===== config.mk =====
export PLATFORM = sky130hd
export DESIGN_NAME = pipe_stage_reg
export DESIGN_NICKNAME = d
export VERILOG_FILES = /design/src/rtl/pipe_stage_reg.sv
export SDC_FILE = /design/constraint.sdc
export NUM_CORES = 1
export LEC_CHECK = 0
export ABC_AREA = 1
export ABC_CLOCK_PERIOD_IN_PS = 2900
export CORE_MARGIN = 8
export CORE_UTILIZATION = 55
export DETAILED_ROUTE_END_ITERATION = 8
export PLACE_DENSITY = 0.86
export SETUP_SLACK_MARGIN = 0.15
export SYNTH_ARGS = -nofsm -noshare
export SYNTH_HDL_FRONTEND = slang
export SYNTH_SLANG_ARGS = --single-unit

===== constraint.sdc =====
create_clock -name clk -period 2.9 [get_ports clk]
set_clock_uncertainty 0.05 [all_clocks]
set_input_delay 0.29 -clock clk [delete_from_list [all_inputs] [get_ports clk]]
set_output_delay 0.29 -clock clk [all_outputs]
set_load 0.1 [all_outputs]

===== src/rtl/pipe_stage_reg.sv =====
// Pipeline register between core stages with a valid/ready handshake and a
// two-entry skid buffer. Define PIPE_STAGE_REG_PERF_EN for stall/bubble counters.
module pipe_stage_reg #(
  parameter int unsigned       WORD_LENGTH = 32,
  parameter int unsigned       NUM_FIELDS  = 6,
  parameter int unsigned       INSTR_FIELD = 2,
  parameter logic [WORD_LENGTH-1:0] NOP_INSTR = 32'h0000_0000,
  parameter int unsigned       CNT_WIDTH   = 16
) (
  input  logic                              clk,
  input  logic                              rst,
  input  logic                              in_valid,
  output logic                              in_ready,
  input  logic [NUM_FIELDS*WORD_LENGTH-1:0] in_data,
  output logic                              out_valid,
  input  logic                              out_ready,
  output logic [NUM_FIELDS*WORD_LENGTH-1:0] out_data,
  input  logic                              stall,
  input  logic                              flush
`ifdef PIPE_STAGE_REG_PERF_EN
  ,
  output logic [CNT_WIDTH-1:0]              stall_cnt,
  output logic [CNT_WIDTH-1:0]              bubble_cnt
`endif
);

  typedef enum logic [1:0] {EMPTY = 2'd0, FULL = 2'd1, SKID = 2'd2} state_t;
  typedef logic [NUM_FIELDS-1:0][WORD_LENGTH-1:0] bundle_t;

  state_t  state_q, state_d;
  bundle_t main_q, main_d;
  bundle_t skid_q, skid_d;
  logic    in_ready_q, in_ready_d;

  logic accept, consume;
  bundle_t in_bundle;

  assign in_bundle = bundle_t'(in_data);
  assign out_valid = (state_q != EMPTY);
  assign in_ready  = in_ready_q;
  assign out_data  = main_q;
  assign accept    = in_valid & in_ready_q;
  assign consume   = out_valid & out_ready & ~stall;

  always_comb begin
    state_d = state_q;
    main_d  = main_q;
    skid_d  = skid_q;
    if (flush) begin
      state_d              = EMPTY;
      main_d[INSTR_FIELD]  = NOP_INSTR;
      skid_d               = '0;
    end else begin
      unique case (state_q)
        EMPTY: begin
          if (accept) begin
            main_d  = in_bundle;
            state_d = FULL;
          end
        end
        FULL: begin
          if (accept && consume) begin
            main_d = in_bundle;
          end else if (consume) begin
            // Drained entry keeps stale operands but must not look like an instruction
            main_d[INSTR_FIELD] = NOP_INSTR;
            state_d             = EMPTY;
          end else if (accept) begin
            skid_d  = in_bundle;
            state_d = SKID;
          end
        end
        SKID: begin
          if (consume) begin
            main_d  = skid_q;
            skid_d  = '0;
            state_d = FULL;
          end
        end
        default: state_d = EMPTY;
      endcase
    end
    // Registered ready: decided from the next state, never from out_ready directly
    in_ready_d = (state_d != SKID);
  end

  always_ff @(posedge clk or negedge rst) begin
    if (!rst) begin
      state_q             <= EMPTY;
      main_q              <= '0;
      main_q[INSTR_FIELD] <= NOP_INSTR;
      skid_q              <= '0;
      in_ready_q          <= 1'b1;
    end else begin
      state_q    <= state_d;
      main_q     <= main_d;
      skid_q     <= skid_d;
      in_ready_q <= in_ready_d;
    end
  end

`ifdef PIPE_STAGE_REG_PERF_EN
  logic [CNT_WIDTH-1:0] stall_cnt_q, bubble_cnt_q;
  logic                 stall_inc, bubble_inc;

  assign stall_inc  = out_valid & ~consume & ~flush;
  assign bubble_inc = ~out_valid & out_ready & ~stall;

  always_ff @(posedge clk or negedge rst) begin
    if (!rst) begin
      stall_cnt_q  <= '0;
      bubble_cnt_q <= '0;
    end else begin
      if (stall_inc && (stall_cnt_q != '1))
        stall_cnt_q <= stall_cnt_q + CNT_WIDTH'(1);
      if (bubble_inc && (bubble_cnt_q != '1))
        bubble_cnt_q <= bubble_cnt_q + CNT_WIDTH'(1);
    end
  end

  assign stall_cnt  = stall_cnt_q;
  assign bubble_cnt = bubble_cnt_q;
`endif

endmodule

## Yosys cells after proc, flatten, opt, wreduce, memory -nomap -nowiden

Cells that the tools add are included.

- Flip-flop bits (word level): 387
- Word-level logic and storage cells: 60

- Eq/ne operators: 12
- Multiplexer cells: 20
- Bitwise logic cells: 5
- Reductions and logical operators: 9

Operator list:

| operator | count |
|---|---|
| $mux 192 | 6 |
| $pmux 192 s3 | 1 |
| $pmux 192 s2 | 1 |
| $mux 32 | 3 |
| $mux 96 | 1 |
| $mux 64 | 1 |
| $ne 3x3->1 const B | 5 |
| $mux 2 | 6 |
| $reduce_and 5->1 | 2 |
| $ne 2x2->1 const B | 4 |
| $pmux 2 s3 | 1 |
| $reduce_bool 3->1 | 2 |
| $ne 4x4->1 const B | 1 |
| $reduce_and 4->1 | 1 |
| $reduce_bool 4->1 | 1 |
| $and 1x1->1 | 3 |
| $eq 2x1->1 const B | 1 |
| $eq 2x2->1 const B | 1 |
| $logic_not 2->1 | 1 |
| $not 1->1 | 2 |
| $reduce_bool 2->1 | 1 |
| $logic_and 1x1->1 | 1 |

## Logic depth before layout (Yosys ltp)

Gate-level depths: netlist of run 1.

- Depth in word-level cells: 8
- Mapped depth: 11
- Mapped depth without buffers: 10

## Least setup slack after synthesis of run 1

OpenSTA, ideal clock, no wires.

- Kind: reg-to-reg
- Start: register state_q[1]
- End: register main_q (netlist bit out_data[100])
- Data arrival time: 2,088 ps
- Slack: 642 ps
- Cell stages (with the launch flop): 11
- Buffers on the path: 2
- Period minus slack after synthesis: 2,258 ps
- Path through: dfrtp_1 -> inv_1 -> ha_1 -> inv_2 -> nand3_4 -> a21oi_4 -> nand2_1 -> buf_4 -> buf_2 -> nand2_1 -> nand2_1

- Longest elaborated chain between the ends: 6

RTL lines:

| element | RTL line | source |
|---|---|---|
| from (decl) | 30 | `state_t state_q, state_d;` |
| from (signal assigned) | 95 | `state_q <= state_d;` |
| $reduce_bool 2->1 * | 39 | `assign out_valid = (state_q != EMPTY);` |
| named net out_valid | 15 | `output logic out_valid,` |
| $and 1x1->1 * (2 in a row) | 43 | `assign consume = out_valid & out_ready & ~stall;` |
| $logic_and 1x1->1 | 62 | `if (accept && consume) begin` |
| $ne 2x2->1 (no source line) | -- |  |
| $reduce_and 5->1 (no source line) * | -- |  |
| to (signal assigned) | 96 | `main_q <= main_d;` |
| to (decl) | 31 | `bundle_t main_q, main_d;` |

Mark *: on every way through the listed nets, which the timed path passes. The rest lies on a longest branch.
A chain may end at the register's enable or synchronous reset.

## Worst setup path in the final report of run 1

- Start: register state_q[1]
- End: register main_q (netlist bit out_data[101])

- Longest elaborated chain between the ends: 6

RTL lines:

| element | RTL line |
|---|---|
| $reduce_bool 2->1 | 39 |
| $and 1x1->1 (2 in a row) | 43 |
| $logic_and 1x1->1 | 62 |
| $ne 2x2->1 (no source line) | -- |
| $reduce_and 5->1 (no source line) | -- |

Several ways; a longest one is shown, not always the timed one.

==> results of run 1 <==
==> synthesized netlist by cell type <==
master / number
buf_1: 10
dfstp_2: 1
dfrtp_1: 386
nand3_1: 199
nor2_1: 6
nand3_4: 1
inv_1: 12
nand4_1: 1
nand2_1: 883
a21oi_1: 1
o21ai_0: 193
nor3_2: 1
inv_2: 1
a21oi_4: 1
a22o_1: 160
buf_2: 63
o211ai_1: 1
clkbuf_1: 91
nand3_2: 1
buf_4: 1
ha_1: 4
==> through the flow <==
step,worst slack [ns],area [um2],hold WS (ns),util
2_1_floorplan,0.642,17300,-0.0556,-
3_3_place_gp,0.579,21000,0.342,0.672
4_1_cts,0.532,22500,0.290,0.719
6_report,0.483,22500,0.305,0.720
3_5_place_dp,0.514,21000,0.352,0.672
5_1_grt,0.334,22500,0.322,0.720
==> registers in the layout, summed over array words and instances (netlist names) <==
signal and cells:
skid_q 192, in_ready 1, out_data 192, state_q 2
==> worst min path at each step <==
| stage | end | depth (start not counted) | slack [ns] | startpoint |
|---|---|---|---|---|
| 2_1_floorplan | out_data[0] | 0 | -0.06 | rst |
| 3_3_place_gp | out_data[87] | 1 | 0.34 | rst |
| 3_5_place_dp | out_data[85] | 1 | 0.35 | rst |
| 4_1_cts | skid_q[125] | 3 | 0.29 | in_data[125] |
| 5_1_grt | skid_q[120] | 3 | 0.32 | in_data[120] |
| 6_report | skid_q[125] | 3 | 0.30 | in_data[125] |
==> worst min-delay path, cell delays in order <==
cell,delay [ns]
clkdlybuf4s50_1,0.42
nand2_1,0.07
o21ai_0,0.07
==> timing repair <==
item	4_1_cts	5_1_grt
hold endpoints to repair	86	0
setup buffers	0	0
hold buffers	1	0
==> area by class of cell <==
class	instances	area (um2)	area share
antenna	11	27.5	0.00122
timing repair buffer	425	3900	0.174
tap	402	503	0.0224
clock buffer	55	1180	0.0525
multi-input combinational	1452	6860	0.305
clock inverter	19	275	0.0122
sequential	387	9690	0.431
inverter	13	58.8	0.00261
==> routing by layer <==
metal	up-vias	wire (um)	track usage
met1	7780	21200	0.372
met3	165	4550	0.0572
met5	-	43	0
met2	797	25300	0.439
li1	7292	-	-
met4	6	2740	0.145
==> logic make-up (layout without fill, tap and decap cells) <==
kind of cell               count (synthesis)  count (layout)  synth area share
buffers and inverters                    178             512            0.0435
and+or+nand+nor                         1092            1092             0.254
DFF                                      387             387             0.561
AOI/OAI and AO/OA                        356             356             0.139
adders and majority gates                  4               4           0.00290
other                                      0              11                 0
==> impl_metrics.env, run 1 <==
export IMPL_worst_path_max_fanout=79
export IMPL_seq_area_frac_synth=0.561
export IMPL_worstSetupStartpointType="register"
export IMPL_crit_start="state_q[1]"
export IMPL_critPathMaxStageDelay_ns=0.69
export IMPL_ctsResizeCount=0
export IMPL_crit_family="buffers and inverters"
export IMPL_worstReg2RegEnd="out_data[101]"
export IMPL_synthCells=2017
export IMPL_wl_per_cell_um=19.5
export IMPL_gp_congestion=0.852
export IMPL_postSynthAreaPerCell_um2=8.56
export IMPL_core_um2=31200
export IMPL_clk_pin_slew_ns=0.06
export IMPL_overflow=0
export IMPL_grt_usage=0.282
export IMPL_crit_path_top_delay_cell="buf_4"
export IMPL_critPathBufInv=3
export IMPL_syn_area_um2=17300
export IMPL_vias=16040
export IMPL_yosysWarnings=0
export IMPL_syn2layout_area_growth_pct=30.3
export IMPL_layout_common_cells="nand2_1, dfrtp_1, buf_4"
export IMPL_required_ns=3.32
export IMPL_clock_fmax_ghz=0.414
export IMPL_slew_viol_final=0
export IMPL_fin_crit_ns=2.42
export IMPL_clk_latency_ns=0.54
export IMPL_cts_max_level=2
export IMPL_ys_ff_latch=387
export IMPL_syn_num_nets=2219
export IMPL_rsz0062_at_grt="no"
export IMPL_viasPerCell=5.80
export IMPL_port_buffers=391
export IMPL_dieWidth_um=193
export IMPL_synthTopCellsByArea="dfrtp_1, nand2_1, a22o_1, nand3_1, o21ai_0"
export IMPL_slew_headroom=0.374
export IMPL_io_pins=392
export IMPL_max_cap_viol_count=0
export IMPL_worst_slew_pin_slew_ns=0.939
export IMPL_place_inst=2678
export IMPL_fillers=2255
export IMPL_hpwl_um=33100
export IMPL_layout_worst_path_cycle_share=0.834
export IMPL_antenna_found_initial=13
export IMPL_drt_wl_total_um=53800
export IMPL_root_buffer="clkbuf_16"
export IMPL_numCtsBuffers=42
export IMPL_path_class="register to register"
export IMPL_r2r_start="state_q[1]"
export IMPL_critPathCaptureType="register"
export IMPL_rrSetupSlack_ns=0.48
export IMPL_setup_violations=0
export IMPL_hold_viol=0
export IMPL_num_rows=65
export IMPL_stdcell_count=2764
export IMPL_drc=0
export IMPL_synth_cell_type_count=21
export IMPL_layout_nets=2523
export IMPL_ant_nets=0
export IMPL_die_area_um2=37300
export IMPL_drtIter0Drc=1665
export IMPL_outcome="finished clean"
export IMPL_die_y_um=193
export IMPL_hp_class="primary input to register"
export IMPL_start_util=0.553
export IMPL_synth_top_cell_area_share=0.560
export IMPL_drt_first_pass_iters=8
export IMPL_clkSinkCount=387
export IMPL_grt_pass1_wl_um=85100
export IMPL_grt_max_degree=161
export IMPL_synth_top_cell_by_area="dfrtp_1"
export IMPL_cts_tree="done"
export IMPL_finalSetupTns_ns=0
export IMPL_grt_pass1_vias=15919
export IMPL_worst_path_stages=9
export IMPL_setup_worst_path_end="out_data[101]"
export IMPL_drive_gt1_frac=0.131
export IMPL_cts_path_max_buffers=3
export IMPL_crit_chain="inv_1, ha_1, inv_2, nand3_1, nand2_4, nand2_4, buf_4, nand2_1, nand2_1"
export IMPL_final_common_cell="nand2_1"
export IMPL_worstPathArrival_ns=2.84
export IMPL_rr_worst_depth=9
Power of run 1 is left out: the tool's default activity adds up to more than one toggle a clock period on the data nets, which glitch-free logic cannot reach.
==> run 2: changes to the inputs <==
ABC_CLOCK_PERIOD_IN_PS = 2450   (was 2900)
CORE_UTILIZATION = 51   (was 55)
PLACE_DENSITY = 0.81   (was 0.86)
clock period = 2.45 ns   (was 2.9 ns; I/O delays follow)
==> run 2 against run 1 <==
Against the previous run:
- global-route usage fell by 2.1 points
- first-iteration DRC count shrank 24%
- highest routed layer unchanged
- core utilization down 4.2 points
==> impl_metrics.env, run 2 (synthesized netlist as in run 1, its figures left out) <==
export IMPL_outcome="finished clean"
export IMPL_numCtsBuffers=41
export IMPL_drc=0
export IMPL_grt_usage=0.261
export IMPL_port_buffers=391
export IMPL_setup_violations=0
export IMPL_drt_met1_wl_um=21300
export IMPL_cts_max_level=2
export IMPL_postCtsSetupBuffers=0
export IMPL_core_um2=33400
export IMPL_overflow=0
export IMPL_antenna_found_initial=8
export IMPL_final_core_util=0.678
export IMPL_drt_wl_total_um=54300
export IMPL_gp_congestion=0.853
export IMPL_clkSinkCount=387
export IMPL_worstPathArrival_ns=2.55
export IMPL_path_class="register to register"
export IMPL_worst_slack_ns=0.274
export IMPL_hp_class="primary input to async pin"
export IMPL_root_buffer="clkbuf_16"
export IMPL_die_y_um=200
export IMPL_fillers=2575
export IMPL_wl_per_cell_um=19.3
export IMPL_wl_met2_um=25600
export IMPL_dieWidth_um=200
export IMPL_worstReg2RegEnd="skid_q[171]"
export IMPL_wl_met3_um=4820
export IMPL_fin_crit_ns=2.18
export IMPL_io_pins=392
export IMPL_layout_nets=2540
export IMPL_drive_gt1_frac=0.134
export IMPL_worstSetupStartpointType="register"
export IMPL_cts_path_max_buffers=3
export IMPL_rsz0062_at_grt="yes"
export IMPL_grt_pass1_wl_um=84500
export IMPL_rrSetupSlack_ns=0.27
export IMPL_worst_slew_pin_slew_ns=0.623
export IMPL_dp_slack_ns=0.242
export IMPL_viasPerCell=5.66
export IMPL_crit_start="state_q[1]"
export IMPL_grt_max_degree=122
export IMPL_cts_tree="done"
export IMPL_drtIter0Drc=1258
export IMPL_drt_first_pass_iters=5
export IMPL_critPathMaxStageDelay_ns=0.40
export IMPL_crit_path_top_delay_cell="dfrtp_1"
export IMPL_critPathCaptureType="register"
export IMPL_crit_chain="inv_1, ha_1, inv_2, nand3_4, nand2_1, nand3_1, nand3_4, buf_16, nand2_1, o21ai_0"
export IMPL_hold_viol=0
export IMPL_clk_pin_slew_ns=0.06
export IMPL_num_rows=67
export IMPL_required_ns=2.82
export IMPL_slew_viol_final=0
export IMPL_hpwl_um=35200
export IMPL_max_cap_viol_count=0
export IMPL_clock_fmax_ghz=0.459
export IMPL_clk_latency_ns=0.51
export IMPL_slew_headroom=0.585
export IMPL_grt_pass1_vias=15621
export IMPL_layout_common_cells="nand2_1, dfrtp_1, buf_4"
export IMPL_maxUsedRoutingLayer="met5"
export IMPL_start_util=0.516
export IMPL_vias=15962
export IMPL_r2r_start="state_q[1]"
export IMPL_layout_worst_path_cycle_share=0.888
export IMPL_die_area_um2=40000
export IMPL_rr_worst_depth=10
export IMPL_worst_path_max_fanout=116
export IMPL_syn2layout_area_growth_pct=31.4
export IMPL_ant_nets=0
export IMPL_finalSetupTns_ns=0
export IMPL_final_common_cell="nand2_1"
[run 2: cell count changes in the layout (fill, tap and decap cells not counted), sizes merged]
cell | before | now
diode | 11 | 5
buf | 228 | 244
clkinvlp | 3 | 1
bufinv | 6 | 3
clkinv | 8 | 6
clkbuf | 55 | 63
inv | 15 | 13
[run 2: what timing repair did]
action                     CTS  global route
resized for setup            0             4
hold buffers                 1             0
hold endpoints to repair    61             0
setup endpoints to repair    0            82
[run 2: through the flow]
stage	hold slack, ns	area, um2	cells
final	0.268	22700	2819
after global routing	0.277	22700	2818
after CTS	0.260	22600	2812
after detailed placement	0.225	21300	2740
after global placement	0.225	21300	2740
after floorplan	-0.101	17300	2017
[run 2: worst max-delay path by stage]
| stage | end | cells past startpoint |
|---|---|---|
| 2_1_floorplan | out_data[100] | 10 |
| 3_3_place_gp | skid_q[182] | 7 |
| 3_5_place_dp | out_data[61] | 9 |
| 4_1_cts | skid_q[142] | 11 |
| 5_1_grt | skid_q[17] | 10 |
| 6_report | skid_q[171] | 10 |
[run 2: layout make-up]
cell class                      count  area (um2)  area share
Sequential cell                   387        9690       0.427
Clock inverter                     10         128     0.00563
Clock buffer                       61        1180      0.0521
Inverter                           13        58.8     0.00259
Antenna cell                        5        12.5    0.000552
Timing Repair Buffer              443        4190       0.185
Tap cell                          448         561      0.0247
Multi-Input combinational cell   1452        6860       0.303
[run 2: layer usage]
layer,up-vias,global-route usage
met1,7738,0.342
li1,7321,-
met3,151,0.0585
met5,-,0
met2,744,0.410
met4,8,0.123
[run 2: critical path, delay by kind of cell, from the launching register on]
kind / cells / cell delay (ns)
buf+inv: 3 / 0.55
fa+ha+maj: 1 / 0.25
compound gates: 1 / 0.11
flops: 1 / 0.40
simple gates: 5 / 0.65
Power of run 2 is left out for the same reason.
==> run 3: changes to the inputs <==
ABC_CLOCK_PERIOD_IN_PS = 2600   (was 2450)
CORE_UTILIZATION = 55   (was 51)
PLACE_DENSITY = 0.86   (was 0.81)
RECOVER_POWER = 100   (was not set)
clock period = 2.6 ns   (was 2.45 ns; I/O delays follow)
==> run 3 against run 2 <==
Against the previous run:
- the flow now finishes with violations (capacitance limit, slew limit)
- sequential cell count unchanged
- critical path depth unchanged
- first-iteration DRC count increased by 19%
- maximum frequency fell by 8.9%
- final area fell by 4.3%
- die area fell by 6.7%
- worst setup slack got worse by 0.063 ns
- register-to-register slack got worse by 0.06 ns
- hold slack improved by 0.025 ns
- count of clock-buffer cells in the layout down 3
- core utilization grew 1.7 points
- critical endpoint is now out_data[86]
==> impl_metrics.env, run 3 (synthesized netlist as in run 1, its figures left out) <==
export IMPL_worst_slew_pin_slew_ns=1.99
export IMPL_max_cap_viol_count=1
export IMPL_slew_headroom=-0.328
export IMPL_worstSetupStartpointType="register"
export IMPL_clkSinkCount=387
export IMPL_io_pins=392
export IMPL_grt_pass1_wl_um=84400
export IMPL_gp_congestion=0.838
export IMPL_place_inst=2677
export IMPL_grt_max_degree=163
export IMPL_layout_common_cells="nand2_1, dfrtp_1, nand3_1"
export IMPL_layout_worst_path_cycle_share=0.919
export IMPL_fin_crit_ns=2.39
export IMPL_critPathMaxStageDelay_ns=0.43
export IMPL_wl_per_cell_um=19.6
export IMPL_drive_gt1_frac=0.0473
export IMPL_drc=0
export IMPL_crit_path_top_delay_cell="buf_4"
export IMPL_cts_tree="done"
export IMPL_grt_pass1_vias=15748
export IMPL_cp_common_cell="nand2_1"
export IMPL_cts_max_level=2
export IMPL_clock_fmax_ghz=0.418
export IMPL_numCtsBuffers=41
export IMPL_drt_first_pass_iters=5
export IMPL_hold_viol=0
export IMPL_stdcell_count=2754
export IMPL_slew_viol_final=64
export IMPL_port_buffers=391
export IMPL_drtIter0Drc=1496
export IMPL_clk_pin_slew_ns=0.06
export IMPL_hpwl_um=33300
export IMPL_die_area_um2=37300
export IMPL_worst_path_max_fanout=32
export IMPL_antenna_found_initial=5
export IMPL_finalInstanceArea_um2=21700
export IMPL_critPathCaptureType="register"
export IMPL_setup_violations=0
export IMPL_outcome="complete, but fails checks"
export IMPL_required_ns=3.00
export IMPL_worstPathArrival_ns=2.79
export IMPL_start_util=0.553
export IMPL_finalSetupTns_ns=0
export IMPL_clk_latency_ns=0.51
export IMPL_hp_class="primary input to register"
export IMPL_root_buffer="clkbuf_16"
export IMPL_die_y_um=193
export IMPL_drt_wl_total_um=54100
export IMPL_viasPerCell=5.83
export IMPL_violations="capacitance limit, slew limit"
export IMPL_final_common_cell="nand2_1"
export IMPL_core_um2=31200
export IMPL_layout_nets=2523
export IMPL_path_class="register to register"
export IMPL_cts_path_max_buffers=3
export IMPL_overflow=0
export IMPL_grt_usage=0.281
export IMPL_ant_nets=0
export IMPL_rsz0062_at_grt="yes"
export IMPL_place_area_um2=21100
export IMPL_dieWidth_um=193
export IMPL_syn2layout_area_growth_pct=25.7
export IMPL_num_rows=65
export IMPL_vias=16044
export IMPL_crit_chain="inv_1, ha_1, inv_2, nand3_4, nand3_1, nand2_1, nor3_1, buf_4, nand2_1, nand2_1"
[run 3: worst max-delay path: cells and delay by family (launching register included)]
kind | cells | cell delay (ns)
and+or+nand+nor | 6 | 0.91
buffers and inverters | 3 | 0.68
DFF | 1 | 0.42
adders and majority gates | 1 | 0.26
[run 3: final cells by class]
class                      instances  area, um2
tap                              402        503
sequential                       387       9690
clock inverter                    12        129
clock buffer                      58       1200
inverter                          13       58.8
antenna                            4       10.0
multi-input combinational       1452       6840
fill                            2499       9540
timing repair buffer             426       3260
[run 3: routing by layer]
| layer | track usage | routed length (um) | vias to the layer above |
|---|---|---|---|
| met3 | 0.0599 | 4830 | 171 |
| met2 | 0.435 | 25300 | 864 |
| met4 | 0.148 | 2940 | 4 |
| met1 | 0.371 | 21000 | 7722 |
| li1 | - | - | 7283 |
| met5 | 0 | 29 | - |
[run 3: stage by stage]
stage                     utilization  worst slack (ns)  hold WS [ns]
after floorplan                     -             0.342       -0.0856
after global placement          0.674             0.440         0.223
after detailed placement        0.674             0.290         0.232
after CTS                       0.717             0.272         0.275
after global routing            0.694            0.0983         0.303
final                           0.695             0.210         0.293
[run 3: repair_timing]
item                                    4_1_cts  5_1_grt
endpoints found under the setup margin        0       78
buffers inserted                              0        0
hold endpoints to repair                     59        0
gates resized for setup                       0        2
hold buffers                                  1        0
[run 3: path summary, 6_finish.rpt]
kind | from | endpoint | slack, ns | cells past startpoint
max reg2reg | state_q[1] | out_data[86] | 0.21 | 10
max in group asynchronous | rst | out_data[4] | 0.47 | 3
min reg2reg | out_data[165] | out_data[165] | 0.43 | 2
min | in_data[145] | skid_q[145] | 0.29 | 3
max | state_q[1] | out_data[86] | 0.21 | 10
min in group asynchronous | rst | skid_q[85] | 0.74 | 2
Power of run 3 is left out for the same reason.
